===== src/rtl/regfile_block_mover.sv =====
// Block mover for a 32 x 64-bit register file: COPY, FILL and SUM over a run of
// consecutive registers. The file's write port on index 31 is never driven.
module regfile_block_mover (
  input  logic        Clk,
  input  logic        Reset,
  input  logic        CmdValid,
  output logic        CmdReady,
  input  logic [1:0]  CmdOp,
  input  logic [4:0]  CmdSrc,
  input  logic [4:0]  CmdDst,
  input  logic [5:0]  CmdCount,
  input  logic [63:0] CmdImm,
  output logic [4:0]  RA,
  output logic [4:0]  RB,
  input  logic [63:0] BusA,
  input  logic [63:0] BusB,
  output logic [4:0]  RW,
  output logic [63:0] BusW,
  output logic        RegWr,
  output logic        Done,
  output logic [63:0] Result,
  output logic [5:0]  SkipCount,
  output logic        CmdErr
);

  localparam logic [2:0] S_IDLE = 3'd0;
  localparam logic [2:0] S_RD   = 3'd1;
  localparam logic [2:0] S_WR   = 3'd2;
  localparam logic [2:0] S_ACC  = 3'd3;
  localparam logic [2:0] S_DONE = 3'd4;

  localparam logic [1:0] OP_COPY = 2'd0;
  localparam logic [1:0] OP_FILL = 2'd1;
  localparam logic [1:0] OP_RSVD = 2'd3;

  logic [2:0]  state;
  logic [1:0]  op_q;
  logic [4:0]  src_q;
  logic [4:0]  dst_q;
  logic [5:0]  cnt_q;
  logic [63:0] imm_q;
  logic [4:0]  idx;
  logic [63:0] acc;
  logic [5:0]  skip;

  logic        last_elem;
  logic [4:0]  idx_next;
  logic [4:0]  copy_addr;
  logic [4:0]  fill_addr;
  logic [4:0]  src_next;
  logic [63:0] acc_sum;

  // Read port B mirrors A; its data bus is deliberately left unconsumed.
  logic unused_bus_b;
  assign unused_bus_b = ^BusB;

  assign CmdReady  = (state == S_IDLE);
  assign RB        = RA;
  assign idx_next  = idx + 5'd1;
  assign last_elem = ({1'b0, idx} == cnt_q - 6'd1);
  assign copy_addr = dst_q + idx;
  assign fill_addr = dst_q + idx_next;
  assign src_next  = src_q + idx_next;
  assign acc_sum   = acc + BusA;

  always_ff @(posedge Clk) begin
    if (Reset) begin
      state     <= S_IDLE;
      op_q      <= OP_COPY;
      src_q     <= '0;
      dst_q     <= '0;
      cnt_q     <= '0;
      imm_q     <= '0;
      idx       <= '0;
      acc       <= '0;
      skip      <= '0;
      RA        <= '0;
      RW        <= '0;
      BusW      <= '0;
      RegWr     <= 1'b0;
      Done      <= 1'b0;
      Result    <= '0;
      SkipCount <= '0;
      CmdErr    <= 1'b0;
    end else begin
      // NOTE: strobes default low here so each is a one-cycle pulse; every
      // assignment in this block is non-blocking, so later ones win without ordering hazards.
      RegWr  <= 1'b0;
      Done   <= 1'b0;
      CmdErr <= 1'b0;
      case (state)
        S_IDLE: begin
          if (CmdValid) begin
            op_q  <= CmdOp;
            src_q <= CmdSrc;
            dst_q <= CmdDst;
            imm_q <= CmdImm;
            cnt_q <= (CmdCount > 6'd32) ? 6'd32 : CmdCount;
            idx   <= '0;
            acc   <= '0;
            skip  <= '0;
            if (CmdCount == 6'd0 || CmdOp == OP_RSVD) begin
              state     <= S_DONE;
              Done      <= 1'b1;
              Result    <= '0;
              SkipCount <= '0;
              CmdErr    <= (CmdOp == OP_RSVD);
            end else if (CmdOp == OP_FILL) begin
              state <= S_WR;
              RW    <= CmdDst;
              BusW  <= CmdImm;
              RegWr <= (CmdDst != 5'd31);
              skip  <= {5'd0, CmdDst == 5'd31};
            end else begin
              state <= S_RD;
              RA    <= CmdSrc;
            end
          end
        end
        S_RD: begin
          if (op_q == OP_COPY) begin
            state <= S_WR;
            RW    <= copy_addr;
            BusW  <= BusA;
            RegWr <= (copy_addr != 5'd31);
            skip  <= skip + {5'd0, copy_addr == 5'd31};
          end else begin
            state <= S_ACC;
          end
        end
        S_WR: begin
          if (last_elem) begin
            state     <= S_DONE;
            Done      <= 1'b1;
            Result    <= (op_q == OP_FILL) ? imm_q : BusW;
            SkipCount <= skip;
          end else begin
            idx <= idx_next;
            if (op_q == OP_FILL) begin
              RW    <= fill_addr;
              RegWr <= (fill_addr != 5'd31);
              skip  <= skip + {5'd0, fill_addr == 5'd31};
            end else begin
              state <= S_RD;
              RA    <= src_next;
            end
          end
        end
        S_ACC: begin
          acc <= acc_sum;
          if (last_elem) begin
            state     <= S_DONE;
            Done      <= 1'b1;
            Result    <= acc_sum;
            SkipCount <= skip;
          end else begin
            idx   <= idx_next;
            state <= S_RD;
            RA    <= src_next;
          end
        end
        S_DONE:  state <= S_IDLE;
        default: state <= S_IDLE;
      endcase
    end
  end

endmodule


===== config.mk =====
export PLATFORM = sky130hd
export DESIGN_NAME = regfile_block_mover
export DESIGN_NICKNAME = d
export VERILOG_FILES = /design/src/rtl/regfile_block_mover.sv
export SDC_FILE = /design/constraint.sdc
export NUM_CORES = 1
export LEC_CHECK = 0
export ABC_AREA = 1
export CORE_ASPECT_RATIO = 0.75
export CORE_UTILIZATION = 45
export DETAILED_ROUTE_END_ITERATION = 6
export GPL_TIMING_DRIVEN = 0
export HOLD_SLACK_MARGIN = 0.06
export MAX_ROUTING_LAYER = met4
export PLACE_DENSITY = 0.8
export SYNTH_ARGS = -nofsm -noshare
export SYNTH_HDL_FRONTEND = slang
export SYNTH_SLANG_ARGS = --single-unit

===== constraint.sdc =====
create_clock -name Clk -period 3.85 [get_ports Clk]
set_clock_uncertainty 0.05 [all_clocks]
set_input_delay 0.9625 -clock Clk [delete_from_list [all_inputs] [get_ports Clk]]
set_output_delay 0.9625 -clock Clk [all_outputs]
set_load 0.005 [all_outputs]

* Yosys cells after proc, flatten, opt, wreduce, memory -nomap -nowiden
Index checks and enable logic that the tools add are counted.
** Word-level totals
- Register bits after elaboration :: 307
- Input port bits :: 213
- Output and inout bits :: 153
- Logic and storage cells :: 139
** Cells by class
- Add/sub/neg operators :: 8
- Order comparisons :: 1
- Equality and inequality tests :: 28
- Muxes and demuxes :: 61
- Bitwise operators :: 3
- Reductions and logical operators :: 21
** Operator list (count)
- two-way mux 64 bit :: 10
- one-hot mux 64 bit (2 select lines) :: 2
- one-hot mux 64 bit (3 select lines) :: 1
- two-way mux 5 bit :: 14
- adder 64 bit :: 1
- two-way mux 6 bit :: 8
- one-hot mux 5 bit (3 select lines) :: 2
- inequality test 2 bit, second input constant :: 11
- one-hot mux 6 bit (3 select lines) :: 1
- adder 5 bit :: 3
- == test 5 bit, second input constant :: 3
- two-way mux 3 bit :: 5
- inequality test 5 bit, second input constant :: 3
- AND reduction 5 bit :: 3
- AND reduction 7 bit :: 2
- adder 6 x 1 -> 6 bit :: 2
- two-way mux 1 bit :: 12
- one-hot mux 3 bit (4 select lines) :: 1
- one-hot mux 6 bit (2 select lines) :: 1
- one-hot mux 5 bit (2 select lines) :: 1
- == test 3 x 2 -> 1 bit, second input constant :: 2
- == test 5 x 6 -> 1 bit :: 1
- > comparator 6 bit, second input constant :: 1
- zero test 6 bit :: 1
- 21 further kinds :: 31

* Logic depth before layout (Yosys ltp)
Gate-level depths: netlist of the first run.
- Depth in word-level cells :: 7
- Gate-level depth with buffers :: 18
- Gate-level depth less buffers :: 18

* Worst setup path before layout of the first run
Ideal clock, no wire load.
- Kind :: reg2reg
- From :: register idx[1]
- To :: register skip[5]
- Arrival :: 2.727 ns
- Data required time :: 3.680 ns
- Path slack :: 0.953 ns
- Cell stages (with the launch flop) :: 16
- Buffers on the path :: 0
- Period minus slack after synthesis :: 2.897 ns
- Cell sequence :: dfxtp_1 > ha_1 > fa_1 > nand2_1 > nand2_1 > a21oi_1 > xor2_1 > o21ai_0 > nor4b_1 > ha_1 > nand3_1 > nor3_1 > xor2_1 > nor2_1 > o21ai_0 > a21oi_1
** Between the ends
- Longest elaborated chain between the ends :: 7
- Elaborated cells on any way between the ends :: 14
** Ends and longest elaborated chain
- start, declared :: RTL line 42 : logic [4:0] idx;
- start signal, assigned :: RTL line 138 : idx <= idx_next;
- start signal, assigned :: RTL line 157 : idx <= idx_next;
- adder 5 x 1 -> 5 bit :: RTL line 59 : assign idx_next = idx + 5'd1;
- adder 5 bit :: RTL line 62 : assign fill_addr = dst_q + idx_next;
- == test 5 bit :: RTL line 142 : skip <= skip + {5'd0, fill_addr == 5'd31};
- adder 6 x 1 -> 6 bit :: RTL line 142
- two-way mux 6 bit :: RTL line 139 : if (op_q == OP_FILL) begin
- two-way mux 6 bit :: RTL line 132 : if (last_elem) begin
- one-hot mux 6 bit (3 select lines) :: RTL line 91 : case (state)
- end signal, assigned :: RTL line 113 : skip <= {5'd0, CmdDst == 5'd31};
- end signal, assigned :: RTL line 126 : skip <= skip + {5'd0, copy_addr == 5'd31};
- end signal, assigned :: RTL line 142
- end, declared :: RTL line 44 : logic [5:0] skip;
Several ways; a longest one is shown, not always the timed one. The select of a mux whose other input is x is not followed.
A chain may end at the register's enable or synchronous reset.

* Final worst setup path of the first run
- From :: input BusA[11]
- To :: register Result[63]
** Between the ends
- Longest elaborated chain between the ends :: 3
** Ends and longest elaborated chain
- start, declared :: RTL line 15 : input logic [63:0] BusA,
- adder 64 bit :: RTL line 64 : assign acc_sum = acc + BusA;
- two-way mux 64 bit :: RTL line 151 : if (last_elem) begin
- one-hot mux 64 bit (3 select lines) :: RTL line 91
- end signal, assigned :: RTL line 135 : Result <= (op_q == OP_FILL) ? imm_q : BusW;
- end signal, assigned :: RTL line 154 : Result <= acc_sum;
- end, declared :: RTL line 21 : output logic [63:0] Result,
No other way between the ends. The select of a mux whose other input is x is not followed.

==> flow_metrics.tcl, run 1 <==
set metrics [dict create \
    drt_first_pass_iters 6 \
    synth_top_family_by_area "simple AND/OR/NAND/NOR gates" \
    synth-async-reset-ratio_pct 0 \
    power.static_leakage_nw 10.87 \
    detail-route-antenna-nets 0 \
    gr-usage-all-layers_pct 35.38 \
    hpwl_um 60040 \
    core_area_um2 40840 \
    synth-simple-area-share_pct 32.14 \
    yosys-mux-area-fraction_pct 0 \
    resized_after_cts 0 \
    hold_path_class "reg -> reg" \
    grt_pass1_wl_um 111200 \
    slew_worst_pin_ps 943.5 \
    clk_pin_slew_ps 70 \
    syn-instance-count 3023 \
    die_h_um 178.2 \
    finalHoldViolations 0 \
    synth_compound_gate_area_share_pct 17.00 \
    crit_path_top_delay_cell "clkdlybuf4s50_1" \
    cp-end-kind "flop" \
    post_synth_num_cell_types 49 \
    antenna_found_initial 5 \
    placementRows 64 \
    synth.yosys.seq_area_share_pct 32.98 \
    hold_path_end "imm_q[2]$_SDFFE_PP0P_" \
    outcome "finished clean" \
    number_of_global_route_vias_before_repair 18883 \
    postSynthNetCount 3319 \
    clock_tree_from_tritoncts "yes" \
    numCtsBuffers 31 \
    hold-worst-slack_ps 407.2 \
    setup_repair_after_global_routing_missed_its_margin "no" \
    critPathLaunchType "input pin" \
    detail_route.vias_per_cell 5.478 \
    crit_required_ps 4250 \
    cts.hold.buffers_added 0 \
    timing.max_cap.violations 0 \
    synth_adder_area_share_pct 5.733 \
    period_share_pct 94.23 \
    critical-path-max-stage-delay_ps 480 \
    syn-mean-instance-area_um2 6.165 \
    post_route_cells_drive_above_1_share_pct 2.930 \
    routed_wirelength_um 74590 \
    synth_enable_flop_cells 0 \
    pwr_density_cell_nw_per_um2 375.3 \
    initialDrtViolationCount 2929 \
    crit_path_cell_trace "clkdlybuf4s50_1, ha_1, nand2_1, nor2_1, nand2_1, inv_1, nand2_1, nand2_1, nand2_1, nand2_1, nand2_1, nand2_1, nand2_1, nand3_1, nand2_1, nand2_1, a21oi_1" \
    report.final.setup_viol 0 \
    post-route-min-period_ps 3628 \
    fmax_mhz 275.6 \
    synth_ff_type "dfxtp_1" \
    post_drt_wl_per_cell_um 19.07 \
    timing.final.max_slew_violations 0 \
    sinks_on_clock_net 307 \
    crit_fanout 5 \
    clk-insertion-delay-late_ps 620 \
    yosysWarningCount 0 \
    post_synth_instance_area_um2 18640 \
    post_cts_buffers 0 \
    clock_tree.buffer_depth 3 \
    place_inst 3852 \
    report.power.total_w 0.008768 \
    finalSetupTns_ps 0 \
    fp.dieArea_um2 42240 \
    growth_of_design_area_from_synthesis_to_finish_pct 25.34 \
    ctsHtreeMaxLevel 1 \
    starting_density_of_the_core_pct 45.64 \
    netlist_top_cells_area "dfxtp_1, nand2_1, a21oi_1" \
    routed-via-count 21429 \
    rr_startpoint "idx[1]$_SDFFE_PP0P_" \
    stdcell_count 3912 \
    maximum_number_of_pins_on_one_net_before_global_route_repair 17 \
    crit_path_frequent_cell "nand2_1" \
    synth_top_area_share_pct 32.98 \
    r2r.worst_path.cells 18 \
    critical_path.reg2reg.endpoint "skip[4]$_SDFFE_PP0P_" \
    xor_xnor_share_of_the_synthesized_area_pct 1.215 \
    design.portCount 366 \
    die_width_um 237.0 \
    post-route-drc-count 0 \
    arrival_ps 4030 \
    ys_ff_latch 307 \
    hold_start "imm_q[2]$_SDFFE_PP0P_" \
    final_nets 3653 \
    max-vdd-ir-drop_v 0.0003786 \
    critPathKind "in -> reg" \
    io_buffers 301 \
    post_synthesis_cell_type_with_the_largest_combined_area "dfxtp_1" \
    globalRouteOverflowTotal 0 \
    globalplace.congestion 1.107 \
    reg2reg_setup_slack_ps 380 \
    depth_of_the_worst_hold_timing_path 2 \
    clock-root-buffer "clkbuf_16" \
    max_slew_margin_pct 37.10 \
]
-- critical path, delay by kind of cell --
family	cells	cell delay, ps
simple gates	13	2040
fa+ha+maj	1	380
buf+inv	2	580
compound gates	1	50
-- synthesized netlist by cell type (12+ instances only) --
library cell,number
nand2_1,1206
inv_1,377
dfxtp_1,307
a21oi_1,305
nor2_1,146
o21ai_0,124
nand3_1,117
clkbuf_1,85
ha_1,79
a31oi_1,66
a22oi_1,56
nor3_1,20
inv_2,13
xnor2_1,13
buf_1,12
-- layout by cell type, fill, tap and decap left out, drive strengths merged, types with 2 or more instances in the layout --
cell type / count
or2: 3
nand4: 9
o21ai: 125
a211oi: 5
clkinv: 4
dfxtp: 307
xor2: 12
a21o: 2
nand3b: 5
clkbuf: 131
a21oi: 306
xnor2: 13
ha: 79
nand3: 118
buf: 38
clkdlybuf4s50: 301
nor3: 21
o211ai: 4
a22oi: 56
inv: 392
nand2: 1208
o21bai: 2
diode: 5
a221oi: 3
bufinv: 3
nor4: 3
fa: 4
nor2: 149
a31oi: 66
-- registers in the layout, summed over array words and instances, names as in the netlist, 3 cells and up --
| register | flops |
|---|---|
| BusW | 64 |
| cnt_q | 6 |
| RA | 5 |
| acc | 64 |
| idx | 5 |
| Result | 64 |
| src_q | 5 |
| SkipCount | 6 |
| RW | 5 |
| state | 3 |
| imm_q | 64 |
| dst_q | 5 |
| skip | 6 |
-- logic make-up (layout without fill, tap and decap cells) --
logic type | Yosys count | count (layout)
flip-flops | 307 | 307
AND/OR/NAND/NOR | 1520 | 1520
buffers and inverters | 514 | 870
other | 0 | 5
XOR/XNOR | 25 | 25
adder cells (fa/ha/maj) | 83 | 83
AO/OA/AOI/OAI | 574 | 574
-- how the worst max path moves through the flow --
stage	startpoint	end	slack, ps	depth (start not counted)
floorplan	idx[1]$_SDFFE_PP0P_	skip[5]$_SDFFE_PP0P_	950	15
global placement	BusA[9]	Result[27]$_SDFFE_PP0P_	-150	14
detailed placement	BusA[9]	Result[27]$_SDFFE_PP0P_	-160	14
CTS	idx[1]$_SDFFE_PP0P_	skip[4]$_SDFFE_PP0P_	450	17
global route	idx[1]$_SDFFE_PP0P_	skip[5]$_SDFFE_PP0P_	40	16
finish	BusA[11]	Result[63]$_SDFFE_PP0P_	220	17
-- power breakdown --
group	total [W]	switching (W)	leakage [nW]	internal, W
sequential	0.00359	0.000178	2.50	0.00341
clock	0.00319	0.00138	0.505	0.00181
combinational	0.00199	0.00123	7.87	0.000758
total	0.00877	0.00280	10.9	0.00597
-- per-stage QoR --
| stage | cell area, µm² | util, % | setup slack, ps |
|---|---|---|---|
| after global routing | 23360 | 57.20 | 43.14 |
| after global placement | 22310 | 54.63 | -154.1 |
| after detailed placement | 22310 | 54.63 | -156.1 |
| after floorplan | 18640 | - | 952.8 |
| final | 23360 | 57.20 | 222.1 |
| after CTS | 23350 | 57.17 | 445.6 |
-- metal layers --
layer / track usage, % / share of wire, %
met1: 49.25 / 44
met2: 50.98 / 41
met3: 7.536 / 12
met4: 10.47 / 3.4
met5: - / 0
-- final cells by class --
| type | instances | area [µm²] |
|---|---|---|
| Antenna cell | 5 | 12.51 |
| Timing Repair Buffer | 301 | 3013 |
| Sequential cell | 307 | 6146 |
| Clock inverter | 9 | 145.1 |
| Multi-Input combinational cell | 2202 | 10460 |
| Tap cell | 528 | 660.6 |
| Clock buffer | 46 | 892.1 |
| Buffer | 123 | 569.3 |
| Fill cell | 4083 | 17480 |
| Inverter | 391 | 1468 |
Power figures use the tool's default switching activity.
==> run 2: changes to the inputs <==
--- a/config.mk
+++ b/config.mk
@@ -12,7 +12,7 @@
 export GPL_TIMING_DRIVEN = 0
 export HOLD_SLACK_MARGIN = 0.06
 export MAX_ROUTING_LAYER = met4
-export PLACE_DENSITY = 0.8
+export PLACE_DENSITY_LB_ADDON = 0.25
 export SYNTH_ARGS = -nofsm -noshare
 export SYNTH_HDL_FRONTEND = slang
 export SYNTH_SLANG_ARGS = --single-unit
==> run 2 against run 1 <==
The run now ends with design-rule violations left. Flip-flop and latch count is the same. Routed wire length rose by 7.8%. Non-clock buffer count did not move. Critical path depth is 1 lower. Sequential share of layout area is 0.11 points lower. Clock-buffer cell count rose by 5. Total power is 2.6% higher. Hold slack better by 5.6 ps. First-iteration DRC count shrank 9.8%. Fmax fell by 2.8%.
==> flow_metrics.tcl, run 2 (same netlist as run 1, synthesis figures left out) <==
set metrics [dict create \
    outcome "finished, violations left" \
    violations "design-rule violations" \
    globalplace.congestion 1.014 \
    highest-signal-layer "met4" \
    postLayoutSetupSlackWorst_ps 117.8 \
    io_buffers 301 \
    fp.dieArea_um2 42240 \
    design.portCount 366 \
    critPathLaunchType "input pin" \
    routed-wl-met2_um 32150 \
    globalRouteOverflowTotal 0 \
    timing.final.max_slew_violations 0 \
    sinks_on_clock_net 307 \
    reg2reg_setup_slack_ps 420 \
    final_cell_mix "nand2_1, inv_1, dfxtp_1" \
    starting_density_of_the_core_pct 45.64 \
    clock-root-buffer "clkbuf_16" \
    antenna_found_initial 5 \
    core_area_um2 40840 \
    growth_of_design_area_from_synthesis_to_finish_pct 25.87 \
    clk-insertion-delay-late_ps 550 \
    finalHoldViolations 0 \
    report.power.total_w 0.008994 \
    period_share_pct 96.94 \
    cts.hold.buffers_added 0 \
    hold_path_class "reg -> reg" \
    numCtsBuffers 35 \
    detail_route.vias_per_cell 5.560 \
    max-vdd-ir-drop_v 0.0003347 \
    finish.instance_area_um2 23460 \
    grt_pass1_wl_um 117600 \
    n_fill_cell 4011 \
    max_slew_margin_pct 26.79 \
    power.static_leakage_nw 10.92 \
    post-route-min-period_ps 3732 \
    die_h_um 178.2 \
    drt_first_pass_iters 7 \
    timing.max_cap.violations 0 \
    clock_tree_from_tritoncts "yes" \
    clock_tree.buffer_depth 3 \
    cp-end-kind "flop" \
    slew_worst_pin_ps 1098 \
    pwr_density_cell_nw_per_um2 383.4 \
    hold-worst-slack_ps 412.8 \
    crit_fanout 4 \
    crit_required_ps 4210 \
    placementRows 64 \
    post_drt_wl_per_cell_um 20.52 \
    critPathKind "in -> reg" \
    post-route-drc-count 3 \
    placement.cell_area_um2 22310 \
    final_nets 3657 \
    met3_length_um 9213 \
    arrival_ps 4100 \
    post_cts_buffers 0 \
    gr-usage-all-layers_pct 38.18 \
    setup_repair_after_global_routing_missed_its_margin "no" \
    post_route_cells_drive_above_1_share_pct 3.191 \
    number_of_global_route_vias_before_repair 19498 \
    ctsHtreeMaxLevel 2 \
    layout.cells.most_common "nand2_1" \
    clk_pin_slew_ps 60 \
    place_worst_setup_slack_ps -455.7 \
    hpwl_um 65330 \
    met1_routed_length_um 36420 \
    routed_wirelength_um 80410 \
    detail-route-antenna-nets 0 \
    initialDrtViolationCount 2641 \
    die_width_um 237.0 \
    routed-via-count 21790 \
    report.final.setup_viol 0 \
    fmax_mhz 267.9 \
    maximum_number_of_pins_on_one_net_before_global_route_repair 14 \
]
run 2: cell types whose count changed in the layout (fill, tap and decap cells not counted), sizes merged:
| cell | previous run | this run |
|---|---|---|
| diode | 5 | 6 |
| clkbuf | 131 | 136 |
| bufinv | 3 | 1 |
| inv | 392 | 390 |
| clkinvlp | 1 | 2 |
| clkinv | 4 | 8 |
run 2: worst max-delay path, cell delays in order:
cell and delay (ps):
clkdlybuf4s50_1 530, ha_1 210, inv_1 70, fa_1 430, inv_1 80, nand3_1 60, nand2_1 170, nand2_1 70
nand2_1 270, nand3_1 140, nand3_1 310, a21oi_1 110, o21ai_1 350, nand2_1 150, nand2_1 120, a21oi_1 60
run 2: final cells by class:
cell class	instances	area, µm²	share of cell area (%)
Timing Repair Buffer	301	3013	12.84
Inverter	391	1468	6.256
Sequential cell	307	6146	26.20
Clock inverter	10	110.1	0.4693
Buffer	123	569.3	2.427
Tap cell	528	660.6	2.816
Clock buffer	51	1016	4.331
Multi-Input combinational cell	2202	10460	44.60
Antenna cell	6	15.01	0.06400
run 2: final timing paths:
path                           start                 endpoint  cells after the start
max                          BusA[0]  Result[24]$_SDFFE_PP0P_                     16
min          Result[11]$_SDFFE_PP0P_  Result[11]$_SDFFE_PP0P_                      2
max reg2reg      idx[1]$_SDFFE_PP0P_     skip[5]$_SDFFE_PP0P_                     15
min reg2reg  Result[11]$_SDFFE_PP0P_  Result[11]$_SDFFE_PP0P_                      2
run 2: layer usage:
metal  global-route usage [%]  up-vias
li1                         -    10317
met1                    54.13    10158
met2                    53.16     1167
met3                    8.001      148
met4                    12.82        0
met5                        -        -
run 2: where the power goes:
group / switching (W) / internal [W]
registers: 0.000175 / 0.00341
clock network: 0.00146 / 0.00191
logic: 0.00128 / 0.000759
run 2: what timing repair did:
| item | in CTS | in global routing |
|---|---|---|
| hold endpoints to repair | 0 | 0 |
| endpoints found under the setup margin | 0 | 14 |
| gates resized for setup | 0 | 4 |
run 2: stage by stage:
stage	std cells	util (%)	TNS (ps)
global placement	3852	54.63	-5525
floorplan	3023	-	0
CTS	3913	57.39	0
finish	3919	57.44	0
global route	3918	57.44	0
detailed placement	3852	54.63	-7472
==> run 3: changes to the inputs <==
--- a/config.mk
+++ b/config.mk
@@ -9,6 +9,7 @@
 export CORE_ASPECT_RATIO = 0.75
 export CORE_UTILIZATION = 45
 export DETAILED_ROUTE_END_ITERATION = 6
+export DONT_BUFFER_PORTS = 1
 export GPL_TIMING_DRIVEN = 0
 export HOLD_SLACK_MARGIN = 0.06
 export MAX_ROUTING_LAYER = met4
==> run 3 against run 2 <==
The run now ends clean. Routed wire length decreased by 3.3%. Register-to-register slack worse by 40 ps. Cell count fell by 7.8%. Flip-flop and latch count did not move. Utilization down 7.3 points. Sequential power increased by 2%. Fmax grew 4.9%. First-iteration DRC count decreased by 11%. Global-route usage decreased by 1.6 points. Largest power group unchanged. Highest routed layer unchanged.
==> flow_metrics.tcl, run 3 (same netlist as run 1, synthesis figures left out) <==
set metrics [dict create \
    detail_route.vias_per_cell 5.615 \
    detail-route-antenna-nets 0 \
    placementRows 64 \
    r2r.worst_path.cells 18 \
    arrival_ps 3920 \
    crit_fanout 5 \
    timing.final.max_slew_violations 0 \
    met3_length_um 8847 \
    growth_of_design_area_from_synthesis_to_finish_pct 9.969 \
    grt_pass1_wl_um 112800 \
    rr_startpoint "idx[1]$_SDFFE_PP0P_" \
    depth_of_the_worst_hold_timing_path 2 \
    ctsHtreeMaxLevel 2 \
    cp-startpoint "BusA[10]" \
    starting_density_of_the_core_pct 45.64 \
    drt_first_pass_iters 6 \
    slew_worst_pin_ps 1007 \
    post_cts_buffers 0 \
    post_route_cells_drive_above_1_share_pct 3.405 \
    setup_repair_after_global_routing_missed_its_margin "no" \
    n_fill_cell 4278 \
    clock-root-buffer "clkbuf_16" \
    outcome "finished clean" \
    highest-signal-layer "met4" \
    globalplace.congestion 1.094 \
    area.sequential_um2 6146 \
    max_slew_margin_pct 32.86 \
    routed_wirelength_um 77770 \
    hold_path_class "reg -> reg" \
    die_h_um 178.2 \
    pwr_density_cell_nw_per_um2 425.7 \
    timing.max_cap.violations 0 \
    met1_routed_length_um 34350 \
    fp.dieArea_um2 42240 \
    routed-wl-met2_um 32300 \
    sinks_on_clock_net 307 \
    resized_after_cts 0 \
    io_buffers 0 \
    critPathKind "in -> reg" \
    initialDrtViolationCount 2358 \
    routed-via-count 20287 \
    multiInputGateArea_um2 10460 \
    report.final.setup_viol 0 \
    hold-worst-slack_ps 410.3 \
    design.portCount 366 \
    post_drt_wl_per_cell_um 21.52 \
    critPathLaunchType "input pin" \
    clock_tree_from_tritoncts "yes" \
    postLayoutSetupSlackWorst_ps 293.3 \
    cp-endpoint "Result[28]$_SDFFE_PP0P_" \
    cts.hold.buffers_added 0 \
    finalSetupTns_ps 0 \
    reg2reg_setup_slack_ps 380 \
    clock_tree.buffer_depth 3 \
    maximum_number_of_pins_on_one_net_before_global_route_repair 14 \
    numCtsBuffers 35 \
    clk_pin_slew_ps 60 \
    hpwl_um 63280 \
    power.static_leakage_nw 9.836 \
    post-route-min-period_ps 3557 \
    fmax_mhz 281.2 \
    antenna_found_initial 1 \
    gr-usage-all-layers_pct 36.55 \
    final_cell_mix "nand2_1, inv_1, dfxtp_1" \
    post-route-drc-count 0 \
    finalHoldViolations 0 \
    cp-end-kind "flop" \
    core_area_um2 40840 \
    place_worst_setup_slack_ps 132.5 \
    die_width_um 237.0 \
    period_share_pct 92.38 \
    max-vdd-ir-drop_v 0.0003809 \
    critical_path.reg2reg.endpoint "skip[4]$_SDFFE_PP0P_" \
    number_of_global_route_vias_before_repair 18024 \
    layout.cells.most_common "nand2_1" \
    final_nets 3356 \
    globalRouteOverflowTotal 0 \
    clk-insertion-delay-late_ps 550 \
    crit_required_ps 4210 \
]
[run 3: cell count changes in the layout (fill, tap and decap cells not counted), sizes merged]
| cell | before | now |
|---|---|---|
| diode | 6 | 1 |
| bufinv | 1 | 5 |
| clkinv | 8 | 5 |
| clkbuf | 136 | 134 |
| clkdlybuf4s50 | 301 | 0 |
| inv | 390 | 391 |
[run 3: where the power goes]
group	total, W	internal, W	switching [W]
Combinational	0.00151	0.000417	0.00109
Clock	0.00357	0.00212	0.00145
Sequential	0.00364	0.00341	0.000228
Total	0.00872	0.00595	0.00277
[run 3: how the worst min path moves through the flow]
stage                            from                     end  slack [ps]
2_1_floorplan   imm_q[0]$_SDFFE_PP0P_   imm_q[0]$_SDFFE_PP0P_         380
3_3_place_gp    imm_q[0]$_SDFFE_PP0P_   imm_q[0]$_SDFFE_PP0P_         390
3_5_place_dp    imm_q[1]$_SDFFE_PP0P_   imm_q[1]$_SDFFE_PP0P_         410
4_1_cts         imm_q[1]$_SDFFE_PP0P_   imm_q[1]$_SDFFE_PP0P_         410
5_1_grt        imm_q[19]$_SDFFE_PP0P_  imm_q[19]$_SDFFE_PP0P_         430
6_report        imm_q[1]$_SDFFE_PP0P_   imm_q[1]$_SDFFE_PP0P_         410
[run 3: final cells by class]
type	count	area share, %
multi-input combinational	2202	51.01
sequential	307	29.99
inverter	391	7.161
clock buffer	49	4.774
tap	528	3.223
buffer	123	2.778
clock inverter	12	1.056
antenna	1	0.01221
[run 3: metal layers]
layer | track usage [%] | vias up
li1 | - | 9716
met1 | 50.21 | 9438
met2 | 52.86 | 1002
met3 | 8.883 | 131
met4 | 10.34 | 0
met5 | - | -
[run 3: through the flow]
| step | area [µm²] | power, W | std cells | util (%) |
|---|---|---|---|---|
| final | 20500 | 0.008724 | 3613 | 50.19 |
| after global routing | 20500 | 0.009010 | 3613 | 50.19 |
| after CTS | 20490 | 0.008673 | 3612 | 50.18 |
| after detailed placement | 19300 | 0.005152 | 3551 | 47.25 |
| after global placement | 19300 | 0.005122 | 3551 | 47.25 |
| after floorplan | 18640 | 0.004612 | 3023 | - |
[run 3: critical path, cell delays in order]
cell and delay [ps]:
ha_1 340, nand2_1 270, inv_1 110, nand2_1 290
inv_1 80, nand2_1 80, nand3_1 330, nand2_1 170
nand2_1 200, o21ai_0 590, nand3_1 290, nand2_1 150
a21oi_1 70
